`src/rtl/rtc_seq_ctrl.sv`:
```
// rtl/rtc_seq_ctrl.sv - RTC bus frame sequencer: config check, read burst, arbitrated write
// Outputs are registered from next-state values so they line up with the frame count and clear on reset.
module rtc_seq_ctrl #(
    parameter int NCH      = 3,
    parameter int NCFG     = 2,
    parameter int CW       = 10,
    parameter int T_CHECK  = 32,
    parameter int T_READ   = 62,
    parameter int RD_LEN   = 3,
    parameter int T_WRITE  = 382,
    parameter int WR_LEN   = 4,
    parameter int T_PERIOD = 489,
    parameter bit ARB_RR   = 1'b0
) (
    input  logic            clock,
    input  logic            reset,
    input  logic            stall,
    input  logic [NCH-1:0]  req,
    input  logic [NCFG-1:0] cfg_in,
    output logic [NCH-1:0]  cmd_en,
    output logic [NCH-1:0]  wr_en,
    output logic            rd_en,
    output logic            cfg_chg,
    output logic            lock,
    output logic            frame_start
);

    localparam int PW = (NCH > 1) ? $clog2(NCH) : 1;
    localparam int WW = (WR_LEN > 1) ? $clog2(WR_LEN) : 1;

    typedef enum logic [1:0] {S_RUN, S_CMD, S_WR, S_DONE} state_t;

    state_t          state, state_nxt;
    logic [CW-1:0]   cnt, cnt_nxt;
    logic [NCFG-1:0] shadow, shadow_nxt;
    logic [PW-1:0]   rr_ptr, rr_nxt;
    logic [NCH-1:0]  gnt, gnt_nxt;
    logic [WW-1:0]   wr_cnt, wr_cnt_nxt;
    logic            lock_nxt, chg_nxt;
    logic [NCH-1:0]  cmd_nxt, wr_nxt;
    logic            rd_nxt, fs_nxt;

    // Arbitration: scan circularly from the base index, first requester wins.
    logic [PW-1:0]   rr_sel;
    logic [PW-1:0]   gnt_idx;
    logic [NCH-1:0]  gnt_oh;
    logic            found;

    always_comb begin
        rr_sel  = ARB_RR ? rr_ptr : '0;
        gnt_idx = '0;
        gnt_oh  = '0;
        found   = 1'b0;
        for (int i = 0; i < NCH; i++) begin
            if (!found && req[(int'(rr_sel) + i) % NCH]) begin
                found   = 1'b1;
                gnt_idx = PW'((int'(rr_sel) + i) % NCH);
                gnt_oh[(int'(rr_sel) + i) % NCH] = 1'b1;
            end
        end
    end

    always_comb begin
        state_nxt  = state;
        cnt_nxt    = cnt;
        shadow_nxt = shadow;
        rr_nxt     = rr_ptr;
        gnt_nxt    = gnt;
        wr_cnt_nxt = wr_cnt;
        lock_nxt   = lock;
        chg_nxt    = 1'b0;
        case (state)
            S_RUN: begin
                cnt_nxt = (cnt == CW'(T_PERIOD)) ? '0 : cnt + 1'b1;
                if (cnt == CW'(T_CHECK)) begin
                    chg_nxt = (cfg_in != shadow);
                    if (|req) lock_nxt = 1'b1;
                end
                if (cnt == CW'(T_WRITE)) begin
                    if (|req) begin
                        gnt_nxt   = gnt_oh;
                        cnt_nxt   = cnt;
                        state_nxt = S_CMD;
                        if (ARB_RR)
                            rr_nxt = (int'(gnt_idx) == NCH - 1) ? '0 : gnt_idx + 1'b1;
                    end else begin
                        cnt_nxt  = '0;
                        lock_nxt = 1'b0;
                    end
                end
            end
            S_CMD: begin
                state_nxt  = S_WR;
                wr_cnt_nxt = WW'(WR_LEN - 1);
            end
            S_WR: begin
                if (wr_cnt == '0)
                    state_nxt = S_DONE;
                else
                    wr_cnt_nxt = wr_cnt - 1'b1;
            end
            S_DONE: begin
                shadow_nxt = cfg_in;
                lock_nxt   = 1'b0;
                cnt_nxt    = CW'(T_WRITE + 1);
                state_nxt  = S_RUN;
            end
            default: state_nxt = S_RUN;
        endcase

        cmd_nxt = (state_nxt == S_CMD) ? gnt_nxt : '0;
        wr_nxt  = (state_nxt == S_WR)  ? gnt_nxt : '0;
        rd_nxt  = (state_nxt == S_RUN) && (cnt_nxt >= CW'(T_READ))
                  && (cnt_nxt < CW'(T_READ + RD_LEN));
        fs_nxt  = (state_nxt == S_RUN) && (cnt_nxt == '0);
    end

    always_ff @(posedge clock) begin
        if (reset) begin
            state       <= S_RUN;
            cnt         <= '0;
            shadow      <= '0;
            rr_ptr      <= '0;
            gnt         <= '0;
            wr_cnt      <= '0;
            lock        <= 1'b0;
            cfg_chg     <= 1'b0;
            cmd_en      <= '0;
            wr_en       <= '0;
            rd_en       <= 1'b0;
            frame_start <= 1'b0;
        end else if (!stall) begin
            state       <= state_nxt;
            cnt         <= cnt_nxt;
            shadow      <= shadow_nxt;
            rr_ptr      <= rr_nxt;
            gnt         <= gnt_nxt;
            wr_cnt      <= wr_cnt_nxt;
            lock        <= lock_nxt;
            cfg_chg     <= chg_nxt;
            cmd_en      <= cmd_nxt;
            wr_en       <= wr_nxt;
            rd_en       <= rd_nxt;
            frame_start <= fs_nxt;
        end
    end

endmodule
```
`config.mk`:
```
export PLATFORM = sky130hd
export DESIGN_NAME = rtc_seq_ctrl
export DESIGN_NICKNAME = d
export VERILOG_FILES = /design/src/rtl/rtc_seq_ctrl.sv
export SDC_FILE = /design/constraint.sdc
export NUM_CORES = 1
export LEC_CHECK = 0
export BUFFER_PORTS_ARGS = -buffer_cell sky130_fd_sc_hd__buf_2
export CAP_MARGIN = 15
export CELL_PAD_IN_SITES_DETAIL_PLACEMENT = 0
export CELL_PAD_IN_SITES_GLOBAL_PLACEMENT = 1
export CORE_MARGIN = 1.5
export CORE_UTILIZATION = 44
export DETAILED_ROUTE_END_ITERATION = 10
export PLACE_DENSITY = 0.83
export REMOVE_ABC_BUFFERS = 1
export SLEW_MARGIN = 20
export SYNTH_ARGS = -nofsm -noshare
export SYNTH_HDL_FRONTEND = slang
export SYNTH_SLANG_ARGS = --single-unit
```
`constraint.sdc`:
```
create_clock -name clock -period 6 [get_ports clock]
set_input_delay 1.2 -clock clock [delete_from_list [all_inputs] [get_ports clock]]
set_output_delay 1.2 -clock clock [all_outputs]
set_load 0.01 [all_outputs]
```
==> impl_metrics.toml <==
[hold_path]
min_path_type = "reg -> reg"

[floorplanning]
row_count = 24
die-area_um2 = 4920
die_h_um = 70.1
top_level_ports = 18
start_util = 0.455
coreArea_um2 = 4350
die-width_um = 70.1

[drt]
maxUsedRoutingLayer = "met4"
final_antenna_net_count = 0
drt_iter0_drc = 253
via_per_inst = 5.98
met2_length_mm = 2.33
wl_mm = 5.05
dr_wl_met3_um = 222
via_count = 1915
wl_met1_mm = 2.46
wl_per_cell_um = 15.8
drc = 0
dr.pass1.iters = 4

[placed_design]
placed_area_um2 = 2040
io_buffers = 17
detailedPlacementHpwl_mm = 3.53
place_ws_ps = 3090
routabilityCongestion = 0.883

[sta]
max_freq_ghz = 0.350
hold_ws_ps = 441
tightest_slew_ps = 851
final.setup.tns_ps = 0
grt_setup_unrepaired = "no"
period_minus_slack_ps = 2850
relSlewSlack = 0.433
clock_skew_ps = 6.29
setup_viol = 0
fin_ws_ps = 3150
fin_crit_sh = 0.476
final_max_slew_viol_count = 0
hold_viol_final = 0

[logic_synthesis]
synthTopCellsByCount = "40 x nor2_1, 29 x dfxtp_1, 22 x a21oi_1, 20 x nand2_1, 17 x o21ai_0"
yosysMostFrequentCell = "nor2_1"
synth.area.mux_share = 0.0208
synth_xor_area_frac = 0.00883
synth_area_per_cell_um2 = 7.60
synth_compound_area_frac = 0.238
ys.flop_type = "dfxtp_1"
synth_cells = 261
synthAdderAreaFrac = 0.0568
async_flop_share = 0
synth_edf_count = 0
yosysWarnings = 0
synth_cell_types = 59
synth-seq-area-share = 0.293
synthTopCellsByArea = "dfxtp_1 29%, nor2_1 7.6%, ha_1 5.7%"
yosys.area_share.simple = 0.315
synth_top_area_frac = 0.293
synth_top_area_cell = "dfxtp_1"
ys_ff_latch = 29
synth_top_family_by_area = "simple AND/OR/NAND/NOR gates"
netlist_area_um2 = 1980

[setup_path]
cp.required_ps = 6150
crit_arrival_ps = 3000
cp-end-kind = "register"
path_max_fanout = 13
rrSetupSlack_ps = 3150
crit_type = "reg -> reg"
crit_path_start_kind = "register"

[clock_network]
cts_hold_buf = 0
clockBufferDepth = 2
cts_resized = 0
cts_root_buf = "clkbuf_8"
cts_max_level = 2
path_clk_slew_ps = 70
cts_tree = "done"
numCtsBuffers = 5
worstSkewPairLatency_ps = 280
cts_sinks = 29
cts_setup_buffers = 0

[global_route]
grt-ovfl-total = 0
grt.total_usage = 0.217
antenna_found_initial = 0
first_global_vias = 1708
grt_pass1_wl_mm = 8.60
grt_max_degree = 30

[pwr]
power_frac_seq = 0.447
vdd_drop_max_v = 0.000117
powerDensity_nw_per_um2 = 217
p_sw_frac = 0.327
comb_power_share = 0.217
p_sw_w = 0.000151
p_clk_frac = 0.337
intPower_w = 0.000311
p_leak_nw = 0.890

[layout]
design_area_um2 = 2130
antenna_cells = 0
nNetsFinal = 284
area_delta_synth_final_pct = 7.19
drive_gt1_frac = 0.131

[outcome]
status = "complete, no violations"

[flow_run]
max-cap-violations = 0
metrics by stage:
stage | instances | total power (W) | utilization
6_report | 320 | 0.000462 | 0.488
3_3_place_gp | 312 | 0.000310 | 0.469
3_5_place_dp | 312 | 0.000310 | 0.469
2_1_floorplan | 243 | 0.000275 | -
4_1_cts | 320 | 0.000466 | 0.488
5_1_grt | 320 | 0.000489 | 0.488
power by group through the flow:
| stage | Sequential [W] | Combinational [W] | Clock [W] |
|---|---|---|---|
| 2_1_floorplan | 0.000210 | 0.0000656 | 0 |
| 3_3_place_gp | 0.000211 | 0.0000991 | 0 |
| 3_5_place_dp | 0.000211 | 0.0000989 | 0 |
| 4_1_cts | 0.000206 | 0.0000991 | 0.000161 |
| 5_1_grt | 0.000207 | 0.000112 | 0.000170 |
| 6_report | 0.000206 | 0.000100 | 0.000156 |
layer usage:
metal  global-route usage  vias to the layer above
li1                     -                      960
met1                0.300                      903
met2                0.354                       46
met3               0.0433                        6
met4               0.0427                        0
met5                    0                        -
cells in the final DEF (no fill, tap or decap), types with 2 or more instances in the layout:
cell,Yosys,layout
a211oi_1,2,2
a21oi_1,22,22
a22oi_1,6,6
a31oi_1,2,2
a32oi_1,4,4
and3_1,3,3
buf_2,3,17
clkbuf_8,0,5
clkinv_2,0,2
dfxtp_1,29,29
ha_1,9,9
inv_1,12,12
mux2i_1,3,3
nand2_1,20,20
nand2b_1,2,2
nand3_1,8,8
nand4_1,3,3
nand4b_1,2,2
nor2_1,40,40
nor2b_1,4,4
nor3_1,10,10
nor3b_1,3,3
nor4_1,4,4
o21ai_0,17,17
o21bai_1,2,2
o2bb2ai_1,2,2
o31ai_1,2,2
or3_1,2,2
xor2_1,2,2
area by class of cell:
| type | count | area, um^2 |
|---|---|---|
| repair buffers | 17 | 85.1 |
| clock inverters | 2 | 10.0 |
| fillers | 431 | 2230 |
| flip-flops and latches | 29 | 581 |
| multi-input cells | 202 | 1270 |
| inverters | 12 | 45.0 |
| clock buffers | 6 | 72.6 |
| well taps | 52 | 65.1 |
critical path: stages (launching register included):
cell	delay, ps
dfxtp_1	320
inv_1	120
ha_1	550
inv_1	260
nor4_1	740
o21ai_0	230
nand2_1	110
a21oi_1	90
a32oi_1	230
nor2_1	60
kinds of logic after synthesis:
family                     after synthesis
and+or+nand+nor                        115
buffers and inverters                   30
DFF                                     29
muxes                                    4
adders and majority gates                9
xor gates and xnor gates                 2
AOI/OAI and AO/OA                       72
path summary, 6_finish.rpt:
check,from,endpoint,cells past startpoint
max,state[0]$_SDFFE_PP0N_,wr_en[1]$_SDFFE_PP0N_,9
max reg2reg,state[0]$_SDFFE_PP0N_,wr_en[1]$_SDFFE_PP0N_,9
min,frame_start$_SDFFE_PP0N_,frame_start$_SDFFE_PP0N_,2
min reg2reg,frame_start$_SDFFE_PP0N_,frame_start$_SDFFE_PP0N_,2
registers in the layout, indices dropped and copies added (netlist names):
register     cells
cfg_chg          1
cmd_en           3
cnt             10
frame_start      1
gnt              3
lock             1
rd_en            1
shadow           2
state            2
wr_cnt           2
wr_en            3
Power figures use the tool's default switching activity.
